<file path="src/rtl/hdr_pkg.sv">
// Shared definitions for the HDR-DDR frame counter: FSM states, DTT decode, boundary defaults.
// Optional early-termination feature is enabled by defining FCNT_EARLY_TERM_EN.
package hdr_pkg;

    localparam int unsigned FCNT_BOUND_A_DEF = 6;
    localparam int unsigned FCNT_BOUND_B_DEF = 16;
    localparam int unsigned DTT_W            = 3;
    localparam int unsigned DTT_FRM_W        = 4;

    typedef enum logic [1:0] {
        ST_IDLE = 2'd0,
        ST_RUN  = 2'd1,
        ST_LAST = 2'd2
    } fcnt_state_e;

    // Immediate transfers: DTT 0..4 carry DTT+1 frames, DTT 5..7 carry DTT-3 frames.
    function automatic logic [DTT_FRM_W-1:0] dtt_to_frames(input logic [DTT_W-1:0] dtt);
        logic [DTT_FRM_W-1:0] w_dtt;
        w_dtt = DTT_FRM_W'(dtt);
        if (dtt <= 3'd4) begin
            return w_dtt + 4'd1;
        end
        return w_dtt - 4'd3;
    endfunction

endpackage

</file>
<file path="src/rtl/hdr_fcnt_budget.sv">
// Combinational frame-budget calculation for regular and immediate commands.
// Regular budget saturates to all-ones instead of wrapping.
module hdr_fcnt_budget
    import hdr_pkg::*;
#(
    parameter int unsigned CNT_W      = 16,
    parameter int unsigned EXTRA_FRMS = 1
) (
    input  logic             i_cmd_attr,
    input  logic [CNT_W-1:0] i_data_len,
    input  logic [DTT_W-1:0] i_dtt,
    output logic [CNT_W-1:0] o_budget_c
);

    localparam int unsigned SUM_W = CNT_W + 1;

    logic [SUM_W-1:0] w_sum;
    logic [CNT_W-1:0] w_regular;
    logic [CNT_W-1:0] w_immediate;

    // One extra bit catches the carry so overflow saturates.
    assign w_sum       = {1'b0, i_data_len} + SUM_W'(EXTRA_FRMS);
    assign w_regular   = w_sum[CNT_W] ? {CNT_W{1'b1}} : w_sum[CNT_W-1:0];
    assign w_immediate = CNT_W'(dtt_to_frames(i_dtt));
    assign o_budget_c  = i_cmd_attr ? w_immediate : w_regular;

endmodule

</file>
<file path="src/rtl/hdr_frame_counter.sv">
// HDR-DDR frame counter: loads a frame budget, counts word boundaries, flags the last frame.
// Define FCNT_EARLY_TERM_EN to add the i_fcnt_abort port and the o_fcnt_aborted pulse.
module hdr_frame_counter
    import hdr_pkg::*;
#(
    parameter int unsigned CNT_W      = 16,
    parameter int unsigned EXTRA_FRMS = 1,
    parameter int unsigned BOUND_A    = FCNT_BOUND_A_DEF,
    parameter int unsigned BOUND_B    = FCNT_BOUND_B_DEF
) (
    input  logic             i_fcnt_clk,
    input  logic             i_fcnt_rst_n,
    input  logic             i_fcnt_load,
    input  logic             i_fcnt_en,
    input  logic             i_regf_CMD_ATTR,
    input  logic [CNT_W-1:0] i_regf_DATA_LEN,
    input  logic [2:0]       i_regf_DTT,
    input  logic             i_ccc_Direct_Broadcast_n,
    input  logic [5:0]       i_cnt_bit_count,
    input  logic             i_bitcnt_toggle,
`ifdef FCNT_EARLY_TERM_EN
    input  logic             i_fcnt_abort,
`endif
    output logic             o_fcnt_busy,
    output logic             o_cccnt_last_frame,
    output logic             o_fcnt_done,
    output logic [CNT_W-1:0] o_fcnt_remaining,
    output logic             o_fcnt_direct,
    output logic             o_fcnt_aborted
);

    fcnt_state_e      r_state;
    fcnt_state_e      w_state_nxt;
    logic [CNT_W-1:0] r_remaining;
    logic [CNT_W-1:0] w_remaining_nxt;
    logic [CNT_W-1:0] w_budget;
    logic             r_busy;
    logic             r_last_frame;
    logic             r_done;
    logic             r_direct;
    logic             w_done_nxt;
    logic             w_direct_nxt;
    logic             w_aborted_nxt;
    logic             w_abort_req;
    logic             w_boundary;
    logic             w_tick;

    hdr_fcnt_budget #(
        .CNT_W      (CNT_W),
        .EXTRA_FRMS (EXTRA_FRMS)
    ) u_budget (
        .i_cmd_attr (i_regf_CMD_ATTR),
        .i_data_len (i_regf_DATA_LEN),
        .i_dtt      (i_regf_DTT),
        .o_budget_c (w_budget)
    );

    assign w_boundary = (i_cnt_bit_count == 6'(BOUND_A)) || (i_cnt_bit_count == 6'(BOUND_B));
    assign w_tick     = i_fcnt_en & i_bitcnt_toggle & w_boundary;

`ifdef FCNT_EARLY_TERM_EN
    assign w_abort_req = i_fcnt_abort;
`else
    assign w_abort_req = 1'b0;
`endif

    always_ff @(posedge i_fcnt_clk) begin
        if (!i_fcnt_rst_n) begin
            r_state <= ST_IDLE;
        end else begin
            r_state <= w_state_nxt;
        end
    end

    // Next state and next register values; abort outranks en-drop, which outranks tick.
    always_comb begin
        w_state_nxt     = r_state;
        w_remaining_nxt = r_remaining;
        w_direct_nxt    = r_direct;
        w_done_nxt      = 1'b0;
        w_aborted_nxt   = 1'b0;
        case (r_state)
            ST_IDLE: begin
                if (i_fcnt_load) begin
                    w_remaining_nxt = w_budget;
                    w_direct_nxt    = i_ccc_Direct_Broadcast_n;
                    w_state_nxt     = (w_budget == '0) ? ST_LAST : ST_RUN;
                end
            end
            ST_RUN: begin
                if (w_abort_req) begin
                    w_state_nxt     = ST_IDLE;
                    w_remaining_nxt = '0;
                    w_aborted_nxt   = 1'b1;
                end else if (!i_fcnt_en) begin
                    w_state_nxt     = ST_IDLE;
                    w_remaining_nxt = '0;
                end else if (w_tick) begin
                    if (r_remaining <= CNT_W'(1)) begin
                        w_remaining_nxt = '0;
                        w_state_nxt     = ST_LAST;
                    end else begin
                        w_remaining_nxt = r_remaining - CNT_W'(1);
                    end
                end
            end
            ST_LAST: begin
                w_remaining_nxt = '0;
                if (w_abort_req) begin
                    w_state_nxt   = ST_IDLE;
                    w_aborted_nxt = 1'b1;
                end else if (!i_fcnt_en) begin
                    w_state_nxt = ST_IDLE;
                end else if (w_tick) begin
                    w_state_nxt = ST_IDLE;
                    w_done_nxt  = 1'b1;
                end
            end
            default: begin
                w_state_nxt     = ST_IDLE;
                w_remaining_nxt = '0;
            end
        endcase
    end

    always_ff @(posedge i_fcnt_clk) begin
        if (!i_fcnt_rst_n) begin
            r_busy       <= 1'b0;
            r_last_frame <= 1'b0;
            r_done       <= 1'b0;
            r_remaining  <= '0;
            r_direct     <= 1'b0;
        end else begin
            r_busy       <= (w_state_nxt != ST_IDLE);
            r_last_frame <= (w_state_nxt == ST_LAST);
            r_done       <= w_done_nxt;
            r_remaining  <= w_remaining_nxt;
            r_direct     <= w_direct_nxt;
        end
    end

`ifdef FCNT_EARLY_TERM_EN
    logic r_aborted;

    always_ff @(posedge i_fcnt_clk) begin
        if (!i_fcnt_rst_n) begin
            r_aborted <= 1'b0;
        end else begin
            r_aborted <= w_aborted_nxt;
        end
    end

    assign o_fcnt_aborted = r_aborted;
`else
    logic w_unused_aborted;
    assign w_unused_aborted = w_aborted_nxt;
    assign o_fcnt_aborted   = 1'b0;
`endif

    assign o_fcnt_busy        = r_busy;
    assign o_cccnt_last_frame = r_last_frame;
    assign o_fcnt_done        = r_done;
    assign o_fcnt_remaining   = r_remaining;
    assign o_fcnt_direct      = r_direct;

endmodule
</file>
<file path="config.mk">
export PLATFORM = sky130hd
export DESIGN_NAME = hdr_frame_counter
export DESIGN_NICKNAME = d
export VERILOG_FILES = /design/src/rtl/hdr_pkg.sv /design/src/rtl/hdr_fcnt_budget.sv /design/src/rtl/hdr_frame_counter.sv
export SDC_FILE = /design/constraint.sdc
export NUM_CORES = 1
export LEC_CHECK = 0
export BUFFER_PORTS_ARGS = -buffer_cell sky130_fd_sc_hd__buf_2
export CAP_MARGIN = 20
export CORE_MARGIN = 4
export CORE_UTILIZATION = 35
export DETAILED_ROUTE_END_ITERATION = 7
export GPL_TIMING_DRIVEN = 0
export PLACE_DENSITY = 0.63
export SLEW_MARGIN = 10
export SYNTH_ARGS = -nofsm -noshare
export SYNTH_HDL_FRONTEND = slang
export SYNTH_SLANG_ARGS = --single-unit
</file>
<file path="constraint.sdc">
create_clock -name i_fcnt_clk -period 7 [get_ports i_fcnt_clk]
set_clock_uncertainty 0.2 [all_clocks]
set_input_delay 1.75 -clock i_fcnt_clk [delete_from_list [all_inputs] [get_ports i_fcnt_clk]]
set_output_delay 1.75 -clock i_fcnt_clk [all_outputs]
set_load 0.02 [all_outputs]
</file>
==> flow_results.xml <==
<?xml version="1.0" encoding="UTF-8"?>
<metrics>
  <group name="global_routing">
    <metric name="grt_first_pass_wirelength" unit="um">10600</metric>
    <metric name="overflow" unit="">0</metric>
    <metric name="groute.usage.overall" unit="%">17.8</metric>
    <metric name="grt_pass1_vias" unit="">2140</metric>
    <metric name="antenna_found_initial" unit="">0</metric>
    <metric name="maximum_number_of_pins_on_one_net_before_global_route_repair" unit="">14</metric>
  </group>
  <group name="final_layout">
    <metric name="utilization" unit="%">43.7</metric>
    <metric name="drive_above_1_share" unit="%">22.2</metric>
    <metric name="mostFrequentLayoutCells" unit="">sky130_fd_sc_hd__buf_2, sky130_fd_sc_hd__nor2_1, sky130_fd_sc_hd__nand2_1, sky130_fd_sc_hd__dfxtp_1, sky130_fd_sc_hd__o21ai_0</metric>
    <metric name="ff_latch_area" unit="sq um">440</metric>
    <metric name="postLayoutCellArea" unit="sq um">2440</metric>
    <metric name="layout.nets" unit="">367</metric>
    <metric name="num_antenna_cells" unit="">0</metric>
    <metric name="area_growth" unit="%">19.7</metric>
    <metric name="fill_cells" unit="">601</metric>
    <metric name="most_common_library_cell_in_the_layout_ignoring_fill_and_taps" unit="">sky130_fd_sc_hd__buf_2</metric>
    <metric name="total_area_of_multi_input_combinational_cells" unit="sq um">1470</metric>
  </group>
  <group name="drt">
    <metric name="first_drt_pass_iteration_count" unit="">4</metric>
    <metric name="viasPerCell" unit="">5.68</metric>
    <metric name="ant_nets_after_route" unit="">0</metric>
    <metric name="detailed_route_via_count" unit="">2279</metric>
    <metric name="routed_wl" unit="um">6230</metric>
    <metric name="detail_route.wl_per_cell" unit="um">15.5</metric>
    <metric name="drc" unit="">0</metric>
    <metric name="drt_first_iter_violations" unit="">199</metric>
  </group>
  <group name="setup_path">
    <metric name="worstReg2RegStart" unit="">o_fcnt_remaining[7]</metric>
    <metric name="data_required_critical_path" unit="ns">7.00</metric>
    <metric name="critPathArrivalTime" unit="ns">3.73</metric>
    <metric name="type_of_origin_of_the_critical_path" unit="">input pin</metric>
    <metric name="critical_path.startpoint" unit="">i_cnt_bit_count[0]</metric>
    <metric name="type_of_element_capturing_the_critical_path" unit="">register</metric>
    <metric name="crit_path_max_fanout" unit="">9</metric>
    <metric name="critPathKind" unit="">in2reg</metric>
  </group>
  <group name="synth">
    <metric name="synth-edff-count" unit="">0</metric>
    <metric name="synthArstFlopShare" unit="%">0</metric>
    <metric name="netlist_instances" unit="">277</metric>
    <metric name="ys_ff_latch" unit="">22</metric>
    <metric name="ys_dominant_reg_cell" unit="">sky130_fd_sc_hd__dfxtp_1</metric>
    <metric name="synth.cell_area" unit="sq um">2040</metric>
    <metric name="yosys_warnings" unit="">0</metric>
    <metric name="postSynthAreaPerCell" unit="sq um">7.35</metric>
    <metric name="synth.lib_cells_used.distinct" unit="">60</metric>
    <metric name="synthesized_net_count" unit="">314</metric>
    <metric name="seq_area_frac_synth" unit="%">21.6</metric>
  </group>
  <group name="floorplanning">
    <metric name="core_area" unit="sq um">5570</metric>
    <metric name="dieWidth" unit="um">84.3</metric>
    <metric name="floorplan.initialDensity" unit="%">36.5</metric>
    <metric name="fp.dieArea" unit="sq um">7100</metric>
    <metric name="rows" unit="">27</metric>
    <metric name="die_height" unit="um">84.3</metric>
    <metric name="ioPinCount" unit="">53</metric>
  </group>
  <group name="timing">
    <metric name="hold_slack" unit="ns">0.315</metric>
    <metric name="highest_achievable_clock_rate" unit="GHz">0.268</metric>
    <metric name="final_count_of_pins_violating_max_slew" unit="">0</metric>
    <metric name="finalSetupTns" unit="ns">0</metric>
    <metric name="hold_violations" unit="">0</metric>
    <metric name="worstMarginPinSlew" unit="ns">0.609</metric>
    <metric name="period_needed" unit="ns">3.73</metric>
    <metric name="worst_slew_margin_relative_to_its_limit" unit="%">59.2</metric>
    <metric name="setup_viol" unit="">0</metric>
    <metric name="finalCritPeriodShare" unit="%">53.3</metric>
    <metric name="grt_setup_unrepaired" unit="">no</metric>
  </group>
  <group name="placed_design">
    <metric name="detailedPlacementHpwl" unit="um">4840</metric>
    <metric name="post_dp_cell_area" unit="sq um">2370</metric>
    <metric name="place.port_buffers" unit="">48</metric>
    <metric name="place_congestion" unit="">0.863</metric>
  </group>
  <group name="clock_tree">
    <metric name="ctsHtreeMaxLevel" unit="">1</metric>
    <metric name="cts_hold_buf" unit="">0</metric>
    <metric name="cts_root_buffer" unit="">sky130_fd_sc_hd__clkbuf_8</metric>
    <metric name="cts_tree" unit="">done</metric>
    <metric name="cts_sinks" unit="">22</metric>
    <metric name="post_cts_resized" unit="">0</metric>
    <metric name="post_cts_buffers" unit="">0</metric>
    <metric name="cts_made_buffers" unit="">3</metric>
    <metric name="maximum_number_of_buffers_from_clock_root_to_sink" unit="">2</metric>
    <metric name="post_cts_clock_slew_at_the_launch_and_capture_registers_of_the_worst_setup_and_hold_paths" unit="ns">0.09</metric>
    <metric name="worst_skew_pair.late_latency" unit="ns">0.27</metric>
  </group>
  <group name="run_status">
    <metric name="outcome" unit="">completed</metric>
  </group>
  <group name="power">
    <metric name="vdd_drop_max" unit="mV">0.0899</metric>
    <metric name="leakage_power_summed_over_all_cells" unit="uW">0.000986</metric>
    <metric name="p_per_area" unit="nW/um^2">197</metric>
  </group>
  <group name="worst_hold_path">
    <metric name="min_from" unit="">o_fcnt_remaining[15]</metric>
    <metric name="min-delay-path-class" unit="">reg2reg</metric>
  </group>
  <group name="job">
    <metric name="max-cap-violations" unit="">0</metric>
  </group>
</metrics>
[cell type report]
cell class                 instances  share of cell area (%)
sequential                        22                    18.1
multi-input combinational        231                    60.4
clock buffer                       3                    1.69
buffer                            15                    3.70
tap                               72                    3.70
clock inverter                     1                    1.23
timing repair buffer              48                    9.86
inverter                           9                    1.39
[power breakdown]
part	switching, uW	internal (uW)	leakage (uW)
Combinational	126	77.7	0.000770
Clock	46.0	76.5	0.0000357
Sequential	15.4	137	0.000180
Total	188	291	0.000986
[path summary, 6_finish.rpt]
kind / end / slack (ns) / cells past startpoint
max: o_fcnt_remaining[5] / 3.27 / 8
min reg2reg: o_fcnt_remaining[15] / 0.32 / 2
max reg2reg: o_fcnt_remaining[5] / 4.56 / 7
min: o_fcnt_remaining[15] / 0.32 / 2
[per-stage QoR]
stage               power (uW)  std cells  setup WS [ns]
finish                     479        401           3.27
global route               515        401           3.05
CTS                        481        401           3.27
detailed placement         357        397           2.98
global placement           356        397           3.08
floorplan                  296        277           3.46
[synthesized netlist by cell type (2+ instances only)]
master / n / share of area (%)
sky130_fd_sc_hd__nor2_1: 36 / 6.6
sky130_fd_sc_hd__dfxtp_1: 22 / 22
sky130_fd_sc_hd__nand2_1: 22 / 4.1
sky130_fd_sc_hd__o21ai_0: 16 / 3.9
sky130_fd_sc_hd__nor3_1: 15 / 3.7
sky130_fd_sc_hd__nand3_1: 14 / 3.4
sky130_fd_sc_hd__a21oi_1: 13 / 3.2
sky130_fd_sc_hd__inv_1: 9 / 1.7
sky130_fd_sc_hd__xnor2_1: 8 / 3.4
sky130_fd_sc_hd__a21boi_1: 7 / 2.6
sky130_fd_sc_hd__clkbuf_1: 6 / 1.1
sky130_fd_sc_hd__o22ai_1: 6 / 1.8
sky130_fd_sc_hd__a31oi_1: 5 / 1.5
sky130_fd_sc_hd__ha_1: 5 / 3.1
sky130_fd_sc_hd__nand4_1: 5 / 1.5
sky130_fd_sc_hd__o31ai_1: 5 / 1.8
sky130_fd_sc_hd__mux2i_1: 4 / 2.0
sky130_fd_sc_hd__nor2b_1: 4 / 1.2
sky130_fd_sc_hd__o21ai_1: 4 / 0.98
sky130_fd_sc_hd__o32ai_1: 4 / 1.7
sky130_fd_sc_hd__or3_1: 4 / 1.2
sky130_fd_sc_hd__xor2_1: 4 / 1.7
sky130_fd_sc_hd__buf_2: 3 / 0.74
sky130_fd_sc_hd__buf_6: 3 / 1.7
sky130_fd_sc_hd__nand2b_1: 3 / 0.92
sky130_fd_sc_hd__nor3b_1: 3 / 1.1
sky130_fd_sc_hd__nor4_1: 3 / 0.92
sky130_fd_sc_hd__o211ai_1: 3 / 1.1
sky130_fd_sc_hd__and3_1: 2 / 0.61
sky130_fd_sc_hd__buf_4: 2 / 0.74
sky130_fd_sc_hd__nand4_4: 2 / 2.1
sky130_fd_sc_hd__nor4_2: 2 / 1.2
sky130_fd_sc_hd__o2111ai_1: 2 / 0.86
sky130_fd_sc_hd__o21ba_2: 2 / 0.98
sky130_fd_sc_hd__o31a_1: 2 / 0.86
sky130_fd_sc_hd__or2_2: 2 / 0.61
sky130_fd_sc_hd__or3_4: 2 / 1.1
[kinds of logic (layout without fill, tap and decap cells)]
logic type,count (synthesis),in the layout,synth area share [%]
XOR/XNOR,12,12,5.16
multiplexers,4,4,1.97
buffers and inverters,24,76,6.08
AO/OA/AOI/OAI,82,82,27.5
adder cells (fa/ha/maj),5,5,3.07
AND/OR/NAND/NOR,127,127,34.4
flip-flops,22,22,21.6
other,1,1,0.184
[layer usage]
metal | wire length (um) | GRT usage (%) | share of wire (%) | up-vias
met4 | 94 | 4.39 | 1.5 | 0
li1 | - | - | - | 1138
met5 | 0 | 0 | 0 | -
met2 | 2940 | 29.0 | 47 | 74
met1 | 2800 | 24.4 | 45 | 1057
met3 | 398 | 2.85 | 6.4 | 10
[worst max-delay path, cell delays in order]
cell and delay [ns]:
sky130_fd_sc_hd__buf_2 0.10, sky130_fd_sc_hd__nor4b_1 0.31, sky130_fd_sc_hd__o211ai_1 0.21, sky130_fd_sc_hd__a31oi_1 0.54, sky130_fd_sc_hd__or2_2 0.21, sky130_fd_sc_hd__buf_2 0.19
sky130_fd_sc_hd__nand2_1 0.19, sky130_fd_sc_hd__o21ai_0 0.23
[state kept, by name (all words and copies together) (netlist names)]
register and flops:
o_cccnt_last_frame 1, o_fcnt_busy 1, o_fcnt_direct 1, o_fcnt_done 1, o_fcnt_remaining 16, r_state 2
No activity file was read; power rests on OpenSTA's default activity.
